`src/rtl/riscv_pkg.sv`:
```
// Shared fetch-path definitions: datapath widths, PC step and the fetch-queue entry layout.
package riscv_pkg;

   localparam int unsigned XLEN    = 32;
   localparam int unsigned INSTR_W = 32;

   localparam logic [INSTR_W-1:0] NOP_INSTR = 32'h0000_0013;
   localparam logic [XLEN-1:0]    PC_STEP   = 32'd4;

   // One fetched instruction together with the address it came from.
   typedef struct packed {
      logic [XLEN-1:0]    pc;
      logic [INSTR_W-1:0] instr;
   } fetch_entry_t;

endpackage

```
`src/rtl/fetch_queue.sv`:
```
// Small synchronous FIFO of fetched instructions with flush and registered head outputs.
module fetch_queue
   import riscv_pkg::*;
#(
   parameter int unsigned QDEPTH = 2
) (
   input  logic                        clk,
   input  logic                        rst,
   input  logic                        push,
   input  fetch_entry_t                push_entry,
   input  logic                        pop,
   input  logic                        flush,
   output logic                        head_valid,
   output fetch_entry_t                head_entry,
   output logic [$clog2(QDEPTH):0]     count
);

   localparam int unsigned PW = $clog2(QDEPTH);
   localparam int unsigned CW = PW + 1;

   fetch_entry_t    mem_q [QDEPTH];
   logic [PW-1:0]   rd_q, rd_d, wr_q, wr_d;
   logic [CW-1:0]   count_q, count_d;
   logic            valid_q, valid_d;
   fetch_entry_t    head_q, head_d;
   logic            do_push, do_pop;

   // A flush discards everything, including a push offered in the same cycle.
   assign do_push = push & ~flush;
   assign do_pop  = pop & (count_q != '0) & ~flush;

   // Next pointer/count state and the head that will be visible after the edge.
   always_comb begin
      rd_d    = rd_q;
      wr_d    = wr_q;
      count_d = count_q;
      if (flush) begin
         rd_d    = '0;
         wr_d    = '0;
         count_d = '0;
      end else begin
         if (do_push) wr_d = wr_q + 1'b1;
         if (do_pop)  rd_d = rd_q + 1'b1;
         case ({do_push, do_pop})
            2'b10:   count_d = count_q + 1'b1;
            2'b01:   count_d = count_q - 1'b1;
            default: count_d = count_q;
         endcase
      end
      valid_d = (count_d != '0);
      // The new head is the entry being written only when it lands exactly at the read slot.
      if (!valid_d) begin
         head_d = '0;
      end else if (do_push && (wr_q == rd_d)) begin
         head_d = push_entry;
      end else begin
         head_d = mem_q[rd_d];
      end
   end

   // Entry storage; contents need no reset because count gates visibility.
   always_ff @(posedge clk) begin
      if (do_push) mem_q[wr_q] <= push_entry;
   end

   // Pointer, count and registered head state.
   always_ff @(posedge clk or posedge rst) begin
      if (rst) begin
         rd_q    <= '0;
         wr_q    <= '0;
         count_q <= '0;
         valid_q <= 1'b0;
         head_q  <= '0;
      end else begin
         rd_q    <= rd_d;
         wr_q    <= wr_d;
         count_q <= count_d;
         valid_q <= valid_d;
         head_q  <= head_d;
      end
   end

   assign head_valid = valid_q;
   assign head_entry = head_q;
   assign count      = count_q;

endmodule

```
`src/rtl/fetch_unit.sv`:
```
// Instruction-fetch stage: owns the pc, reads a zero-latency imem and queues words for decode.
module fetch_unit
   import riscv_pkg::*;
#(
   parameter logic [31:0] RESET_PC   = 32'h0000_0000,
   parameter int unsigned IMEM_WORDS = 64,
   parameter int unsigned QDEPTH     = 2
) (
   input  logic        clk,
   input  logic        rst,
   output logic [31:0] imem_addr,
   input  logic [31:0] imem_rdata,
   input  logic        redirect_valid,
   input  logic [31:0] redirect_pc,
   output logic        out_valid,
   input  logic        out_ready,
   output logic [31:0] out_instr,
   output logic [31:0] out_pc,
   output logic        fetch_oob
);

   localparam int unsigned CW = $clog2(QDEPTH) + 1;
   // One bit wider than the pc so the byte limit cannot overflow.
   localparam logic [XLEN:0] IMEM_LIMIT = (XLEN+1)'(IMEM_WORDS) << 2;

   logic [XLEN-1:0] pc_q, pc_d;
   logic            oob_q, oob_d;
   logic [CW-1:0]   count;
   logic            deq, in_range, can_push, fetch;
   fetch_entry_t    push_entry, head_entry;
   logic            unused_redirect_lsb;

   assign deq       = out_valid & out_ready;
   assign in_range  = ({1'b0, pc_q} < IMEM_LIMIT);
   assign can_push  = (count < CW'(QDEPTH)) | deq;
   assign fetch     = ~redirect_valid & ~oob_q & in_range & can_push;

   assign imem_addr        = pc_q;
   assign push_entry.pc    = pc_q;
   assign push_entry.instr = imem_rdata;
   assign unused_redirect_lsb = ^redirect_pc[1:0];

   // Redirect beats everything; otherwise advance on fetch or latch the out-of-range halt.
   always_comb begin
      pc_d  = pc_q;
      oob_d = oob_q;
      if (redirect_valid) begin
         pc_d  = {redirect_pc[31:2], 2'b00};
         oob_d = 1'b0;
      end else if (fetch) begin
         pc_d = pc_q + PC_STEP;
      end else if (!in_range) begin
         oob_d = 1'b1;
      end
   end

   // Program counter and sticky out-of-range flag.
   always_ff @(posedge clk or posedge rst) begin
      if (rst) begin
         pc_q  <= RESET_PC;
         oob_q <= 1'b0;
      end else begin
         pc_q  <= pc_d;
         oob_q <= oob_d;
      end
   end

   fetch_queue #(
      .QDEPTH (QDEPTH)
   ) u_queue (
      .clk        (clk),
      .rst        (rst),
      .push       (fetch),
      .push_entry (push_entry),
      .pop        (deq),
      .flush      (redirect_valid),
      .head_valid (out_valid),
      .head_entry (head_entry),
      .count      (count)
   );

   assign out_instr = head_entry.instr;
   assign out_pc    = head_entry.pc;
   assign fetch_oob = oob_q;

endmodule

```
`config.mk`:
```
export PLATFORM = sky130hd
export DESIGN_NAME = fetch_unit
export DESIGN_NICKNAME = d
export VERILOG_FILES = /design/src/rtl/riscv_pkg.sv /design/src/rtl/fetch_queue.sv /design/src/rtl/fetch_unit.sv
export SDC_FILE = /design/constraint.sdc
export NUM_CORES = 1
export LEC_CHECK = 0
export ABC_CLOCK_PERIOD_IN_PS = 5050
export CAP_MARGIN = 10
export CORE_MARGIN = 5
export CORE_UTILIZATION = 45
export CTS_BUF_LIST = sky130_fd_sc_hd__clkbuf_8
export DETAILED_ROUTE_END_ITERATION = 8
export HOLD_SLACK_MARGIN = 0.12
export PLACE_DENSITY = 0.74
export SETUP_SLACK_MARGIN = 0.3
export SYNTH_ARGS = -nofsm -noshare
export SYNTH_HDL_FRONTEND = slang
export SYNTH_HIERARCHICAL = 1
export SYNTH_SLANG_ARGS = --single-unit
```
`constraint.sdc`:
```
create_clock -name clk -period 5.05 [get_ports clk]
set_input_delay 1.01 -clock clk [delete_from_list [all_inputs] [get_ports clk]]
set_output_delay 1.01 -clock clk [all_outputs]
set_load 0.03 [all_outputs]
```
* Yosys cells after proc, flatten, opt, wreduce, memory -nomap -nowiden
Memory sizes are Yosys's and may differ from the RTL's. Cells that the tools add are included.
Cells by class: add/sub/neg operators 5, order comparisons 2, equality and inequality tests 5, mux-type cells 15, bitwise operators 10, reduce and logical (&&, ||, !) cells 6
Operators with widths (count):
- $mux W64 | 2
- $mux W32 | 2
- $add A32 B3 Y32 const B | 1
- $lt A32 B9 Y1 const B | 1
- $mux W1 | 9
- $reduce_bool A2 Y1 | 4
- $and A1 B1 Y1 | 7
- $ne A2 B2 Y1 const B | 2
- $pmux W2 S2 | 1
- $add A1 B1 Y1 const B | 2
- $add A2 B1 Y2 const B | 1
- $eq A2 B1 Y1 const B | 1
- $eq A2 B2 Y1 const B | 1
- $lt A2 B2 Y1 const B | 1
- $mux W2 | 1
- $not A1 Y1 | 2
- $reduce_and A2 Y1 | 1
- $sub A2 B1 Y2 const B | 1
- $eq A1 B1 Y1 | 1
- $logic_and A1 B1 Y1 | 1
- $or A1 B1 Y1 | 1
Storage, ports and cells: bits in registers 102, memory bits (writable) 128, bits of input ports 68, word-level logic and storage cells 52, memories 1
Memories:
- u_queue.mem_q | words 2, width 64, read ports 1, clocked after memory_dff 0, wr ports 1, RTL line fetch_queue.sv:21 | fetch_entry_t mem_q [QDEPTH];

* Longest topological paths before layout
Gate-level depths: netlist of the first run.
depth in word-level cells 10, gate-level depth with buffers 14, gate-level depth less buffers 9

* By module
Netlist of the first run, hierarchy kept.
By module, submodules not included:
- fetch_queue | times used 1, cells an instance 526, area an instance 7758.7 µm²
- fetch_unit | times used 1, cells an instance 115, area an instance 1445.1 µm²

* Least setup slack after synthesis of the first run
Ideal clock, no wire load.
kind input to register, start point input redirect_valid, end point memory u_queue/mem_q[0][0] (netlist bit) (enable), setup time 0.487 ns, arrival time 4.839 ns, data required time 4.563 ns, path slack -0.276 ns, stages 7, path buffers 4, cell sequence clkbuf_1 buf_1 nor3_1 nand2b_1 clkbuf_1 buf_1 nor2_1
On the way: longest elaborated chain between the ends 7
Ends and longest elaborated chain:
- start: declaration | RTL line fetch_unit.sv:13 | input logic redirect_valid,
- $not A1 Y1 | RTL line fetch_unit.sv:36 | assign fetch = ~redirect_valid & ~oob_q & in_range & can_push;
- $and A1 B1 Y1 (3 in series) | RTL line fetch_unit.sv:36
- named net fetch | RTL line fetch_unit.sv:29 | logic deq, in_range, can_push, fetch;
- $and A1 B1 Y1 | RTL line fetch_queue.sv:29 | assign do_push = push & ~flush;
- $mux W1 | RTL line fetch_queue.sv:63 | if (do_push) mem_q[wr_q] <= push_entry;
- $mux W1 (not written as such) | RTL line fetch_queue.sv:63
- end: declaration | RTL line fetch_queue.sv:21
The timed path passes the listed nets, and every way through them passes these cells.

==> reports/metrics.yaml, run 1 <==
floorplanning:
  initial_core_util_pct: 45.6
  core_area_um2: 20200
  dieHeight_um: 153
  io-pin-count: 166
  die-area_um2: 23400
  die_w_um: 153
  placementRows: 52
sta:
  setup_violations: 0
  relSlewSlack_pct: 40.0
  worst_clock_skew_ns: 0.0194
  clock.fmax_mhz: 261
  hold_viol: 0
  rsz0062_at_grt: "no"
  slew_viol_final: 0
  period_share_pct: 75.9
  worstMarginPinSlew_ns: 0.900
  holdWs_ns: 0.546
  final.min_clock_period_ns: 3.83
clock_tree:
  postCtsSetupRepairBufs: 0
  cts_max_level: 2
  clkSinkCount: 228
  cts_max_path_buffers: 3
  cts_tree: "built"
  clk_latency_ns: 0.52
  hold_buffers: 0
  cts_root_buf: "clkbuf_8"
  clk_pin_slew_worst_paths_ns: 0.06
  cts_resized: 0
  cts-buffers-inserted: 38
global_route:
  grt_max_degree: 65
  grt_pass1_wl_um: 34300
  grt_pass1_vias: 6434
  grt_usage_pct: 18.4
  overflow: 0
  antenna_found_initial: 0
finish:
  nNetsFinal: 883
  mostFrequentLayoutCell: "clkdlybuf4s50_1"
  drive_gt1_share_pct: 20.0
  design_area_um2: 11800
  final_cell_mix: "clkdlybuf4s50_1, nand2_1, edfxtp_1"
  num_antenna_cells: 0
  n_fill_cell: 1584
  area_growth_pct: 28.2
yosys:
  syn-mean-instance-area_um2: 14.4
  synth_edf_count: 128
  ys_types: 44
  synth_async_sr_flop_share_pct: 43.9
  netlist_instances: 641
  ys_ff_latch: 228
  syn_area_um2: 9200
  synth_ff_type: "edfxtp_1"
  yosysSeqAreaShare_pct: 69.0
  yosysWarnings: 6
setup_path:
  end_kind: "flip-flop"
  startpoint: "out_ready"
  r2r_slack_ns: 1.32
  cp-start-kind: "primary input"
  rr_endpoint: "u_queue/head_entry[31]"
  path_class: "primary input to flip-flop"
  rr_startpoint: "imem_addr[26]"
  required_ns: 5.38
  cp_max_fo: 38
  critical_path_arrival_ns: 4.16
  worstRegToRegCells: 9
  setup.worst_path.end: "u_queue/head_entry[31]"
routing:
  drc: 0
  drt_iter0_drc: 211
  wl_per_cell_um: 19.3
  via_per_inst: 5.29
  vias: 5881
  drt_pass1_iterations: 4
  wl_um: 21500
  postRouteAntennaNets: 0
job:
  cap_violations: 0
pwr:
  p_leak_nw: 4.33
  power_density_nw_per_um2: 328
  peakVddDrop_v: 0.000208
place:
  place_area_um2: 11000
  dp_hpwl_um: 12900
  place_congestion: 0.760
  numPortBuffers: 161
outcome:
  status: "completed"
min_path:
  min_path_type: "flip-flop to flip-flop"
-- where the power goes --
part | switching [mW] | leakage [nW] | internal (mW)
clock | 0.704 | 0.445 | 0.880
combinational | 0.117 | 1.41 | 0.112
sequential | 0.0516 | 2.47 | 2.00
total | 0.873 | 4.33 | 2.99
-- synthesized netlist by cell type (3+ instances only) --
library cell / count / area share, %
nor2_1: 14 / 0.57
edfxtp_1: 128 / 42
buf_4: 10 / 0.82
a31oi_1: 5 / 0.34
o31ai_1: 3 / 0.24
o21ai_0: 4 / 0.22
dfrtp_1: 100 / 27
mux2_2: 23 / 2.8
xor2_1: 3 / 0.29
a311oi_1: 4 / 0.38
clkbuf_1: 6 / 0.24
nor3_1: 66 / 3.6
nor4_2: 3 / 0.41
buf_6: 7 / 0.86
inv_1: 6 / 0.24
nand3_1: 5 / 0.27
buf_2: 26 / 1.4
a311oi_2: 60 / 9.8
nand2_1: 131 / 5.3
or4_1: 4 / 0.33
xnor2_1: 3 / 0.29
-- cell type report --
cell class / instances / area (µm²) / share of cell area, %
multi-input cells: 362 / 2600 / 22.0
inverters: 7 / 27.5 / 0.233
repair buffers: 176 / 1720 / 14.6
clock inverters: 23 / 130 / 1.10
well taps: 270 / 338 / 2.86
flip-flops and latches: 228 / 6350 / 53.8
clock buffers: 46 / 633 / 5.37
-- stage by stage --
step                utilization (%)  setup TNS (ns)  power, mW  instances  worst slack [ns]
floorplan                         -          -35.30       2.18        648            -0.276
global placement               54.7               0       2.32       1043             0.765
detailed placement             54.7               0       2.32       1043             0.686
CTS                            58.5               0       3.91       1112              1.21
global route                   58.5               0       4.02       1112              1.05
finish                         58.5               0       3.87       1112              1.22
-- worst max-delay path, cell delays in order --
cell and delay (ns):
clkdlybuf4s50_1 0.47, a21bo_2 0.14, nand4_1 0.39, nor3_1 0.54
nand2b_4 0.25, ha_1 0.47, a21oi_1 0.14, o21ai_4 0.08
buf_4 0.55, a311oi_2 0.09
-- sequential cells by signal (all words and copies together) (netlist names) --
name,flops
u_queue/head_entry,64
u_queue/count,2
fetch_oob,1
u_queue/head_valid,1
u_queue/rd_q,1
imem_addr,30
u_queue/mem_q,128
u_queue/wr_q,1
-- cell families after synthesis --
| family | after synthesis | share of synthesized area [%] |
|---|---|---|
| and+or+nand+nor | 236 | 11.8 |
| DFF | 228 | 69.0 |
| adders and majority gates | 2 | 0.272 |
| xor gates and xnor gates | 6 | 0.571 |
| buffers and inverters | 58 | 3.70 |
| other | 1 | 0.0407 |
| AOI/OAI and AO/OA | 86 | 11.8 |
| muxes | 24 | 2.92 |
-- worst min-delay path by stage --
stage,slack [ns],depth (start not counted),from,to
CTS,0.53,2,u_queue/mem_q[0][50],u_queue/head_entry[50]
detailed placement,0.52,2,u_queue/mem_q[0][50],u_queue/head_entry[50]
global placement,0.52,2,u_queue/mem_q[0][50],u_queue/head_entry[50]
global route,0.54,2,u_queue/mem_q[0][50],u_queue/head_entry[50]
finish,0.55,2,u_queue/mem_q[0][50],u_queue/head_entry[50]
floorplan,0.51,2,u_queue/mem_q[0][50],u_queue/head_entry[50]
-- layer usage --
layer  vias up  part of all wire, %  GRT usage (%)
li1       2731                    -              -
met1      2926                   41           22.7
met2       197                   49           30.4
met3        27                  8.0           6.67
met4         0                  1.7           6.02
met5         -                    0              0
No activity file was read; power rests on OpenSTA's default activity.
==> run 2: changes to the inputs <==
--- a/config.mk
+++ b/config.mk
@@ -5,7 +5,7 @@
 export SDC_FILE = /design/constraint.sdc
 export NUM_CORES = 1
 export LEC_CHECK = 0
-export ABC_CLOCK_PERIOD_IN_PS = 5050
+export ABC_CLOCK_PERIOD_IN_PS = 3200
 export CAP_MARGIN = 10
 export CORE_MARGIN = 5
 export CORE_UTILIZATION = 45
==> constraint.sdc (replaced) <==
create_clock -name clk -period 3.2 [get_ports clk]
set_input_delay 0.64 -clock clk [delete_from_list [all_inputs] [get_ports clk]]
set_output_delay 0.64 -clock clk [all_outputs]
set_load 0.03 [all_outputs]
==> reports/metrics.yaml, run 2 (same netlist as run 1, synthesis figures left out) <==
global_route:
  antenna_found_initial: 0  # unchanged
  overflow: 0  # unchanged
  grt_pass1_wl_um: 34900  # was 34300 µm
  grt_pass1_vias: 6385  # was 6434
  grt_max_degree: 68  # was 65
  grt_usage_pct: 18.7  # was 18.4%
floorplanning:
  initial_core_util_pct: 45.6  # unchanged
  core_area_um2: 20200  # unchanged
  die-area_um2: 23400  # unchanged
  io-pin-count: 166  # unchanged
  dieHeight_um: 153  # unchanged
  die_w_um: 153  # unchanged
  placementRows: 52  # unchanged
place:
  numPortBuffers: 161  # unchanged
  place_congestion: 0.789  # was 0.760
  dp_slack_ns: 0.136  # was 0.686 ns
  dp_hpwl_um: 13300  # was 12900 µm
clock_tree:
  clk_latency_ns: 0.51  # was 0.52 ns
  clk_pin_slew_worst_paths_ns: 0.06  # about the same
  cts_tree: "built"  # unchanged
  clkSinkCount: 228  # unchanged
  cts-buffers-inserted: 38  # unchanged
  cts_max_path_buffers: 3  # unchanged
  cts_root_buf: "clkbuf_8"  # unchanged
  cts_max_level: 2  # unchanged
routing:
  drt_iter0_drc: 334  # was 211
  drt_pass1_iterations: 4  # unchanged
  via_per_inst: 5.36  # was 5.29
  drc: 0  # unchanged
  postRouteAntennaNets: 0  # unchanged
  wl_um: 21900  # was 21500 µm
  wl_per_cell_um: 19.6  # was 19.3 µm
  vias: 6011  # was 5881
setup_path:
  required_ns: 3.60  # was 5.38 ns
  path_class: "flip-flop to flip-flop"  # was primary input to flip-flop
  critical_path_arrival_ns: 3.16  # was 4.16 ns
  cp-start-kind: "flip-flop"  # was primary input
  r2r_slack_ns: 0.45  # was 1.32 ns
  end_kind: "flip-flop"  # unchanged
  cp_max_fo: 35  # was 38
sta:
  slew_viol_final: 0  # unchanged
  clock.fmax_mhz: 363
  finalWorstSetupSlack_ns: 0.445  # was 1.22 ns
  rsz0062_at_grt: "no"  # unchanged
  period_share_pct: 86.1
  worstMarginPinSlew_ns: 0.698  # was 0.900 ns
  fin_tns_setup_ns: 0  # unchanged
  final.min_clock_period_ns: 2.75
  hold_viol: 0  # unchanged
  worst_clock_skew_ns: 0.0163  # was 0.0194 ns
  relSlewSlack_pct: 53.4  # was 40.0%
  setup_violations: 0  # unchanged
finish:
  final_cell_mix: "clkdlybuf4s50_1, nand2_1, edfxtp_1"  # unchanged
  regMostFlops: "u_queue/mem_q"  # unchanged
  register_area_um2: 6360  # was 6350 µm²
  n_fill_cell: 1596  # was 1584
  drive_gt1_share_pct: 22.1  # was 20.0%
  nNetsFinal: 893  # was 883
  multi_input_area_um2: 2630  # was 2600 µm²
  mostFrequentLayoutCell: "clkdlybuf4s50_1"  # unchanged
  area_growth_pct: 30.4  # was 28.2%
  num_antenna_cells: 0  # unchanged
  largest_reg_flops: 128  # unchanged
pwr:
  power_density_nw_per_um2: 495  # was 328 nW/µm²
  peakVddDrop_v: 0.000416  # was 0.000208 V
  p_leak_nw: 4.40  # was 4.33 nW
outcome:
  status: "completed"  # unchanged
job:
  cap_violations: 0  # unchanged
min_path:
  min_path_type: "primary input to async pin"  # was flip-flop to flip-flop
==> run 2: cell types whose count changed in the layout (fill, tap and decap cells not counted), sizes merged <==
cell	before	now
buf	15	25
clkbuf	46	43
inv	22	25
bufinv	1	0
clkinv	5	6
==> run 2: worst paths after layout <==
kind,cells after the start,startpoint,end
max reg2reg,9,imem_addr[31],u_queue/head_entry[50]
min,2,rst,imem_addr[7]
max in group asynchronous,3,rst,u_queue/head_entry[2]
max,9,imem_addr[31],u_queue/head_entry[50]
min reg2reg,2,u_queue/mem_q[0][55],u_queue/head_entry[55]
min in group clk,2,u_queue/mem_q[0][55],u_queue/head_entry[55]
==> run 2: power by group <==
group | internal, mW | switching [mW]
clock | 1.23 | 1.09
sequential | 3.16 | 0.0862
combinational | 0.181 | 0.189
total | 4.58 | 1.37
==> run 2: timing repair <==
item	in CTS	in global routing
setup endpoints to repair	0	3
resized for setup	0	2
endpoints found under the hold margin	0	0
buffers inserted	0	1
hold buffers	0	0
==> run 2: routing by layer <==
| layer | vias to the layer above | wire length [µm] | share of wire, % | global-route usage [%] |
|---|---|---|---|---|
| met5 | - | 0 | 0 | 0 |
| met4 | 0 | 406 | 1.9 | 5.56 |
| met3 | 38 | 1990 | 9.1 | 6.93 |
| met2 | 215 | 10500 | 48 | 30.1 |
| met1 | 3010 | 9000 | 41 | 23.8 |
| li1 | 2748 | - | - | - |
==> run 2: final cells by class <==
cell class                 instances  area share [%]
clock buffer                      43            4.93
clock inverter                    26           0.949
inverter                           7           0.229
multi-input combinational        362            21.9
sequential                       228            53.0
tap                              270            2.81
timing repair buffer             186            16.1
==> run 2: worst max-delay path, stage by stage (launching register included) <==
cell,delay (ns)
dfrtp_2,0.47
nor4_4,0.39
nand4_1,0.23
nor3_4,0.28
nand2b_4,0.09
ha_1,0.30
a21oi_1,0.24
o21ai_4,0.12
buf_12,0.22
a311oi_1,0.29
==> run 2: stage by stage <==
| stage | total power [mW] | hold slack (ns) | std cells | utilization [%] | cell area, µm² |
|---|---|---|---|---|---|
| 6_report | 5.95 | 0.457 | 1122 | 59.5 | 12000 |
| 5_1_grt | 6.20 | 0.466 | 1122 | 59.5 | 12000 |
| 4_1_cts | 6.02 | 0.431 | 1121 | 59.4 | 12000 |
| 3_5_place_dp | 3.67 | 0.518 | 1052 | 55.9 | 11300 |
| 3_3_place_gp | 3.67 | 0.518 | 1052 | 55.9 | 11300 |
| 2_1_floorplan | 3.44 | 0.509 | 648 | - | 9290 |
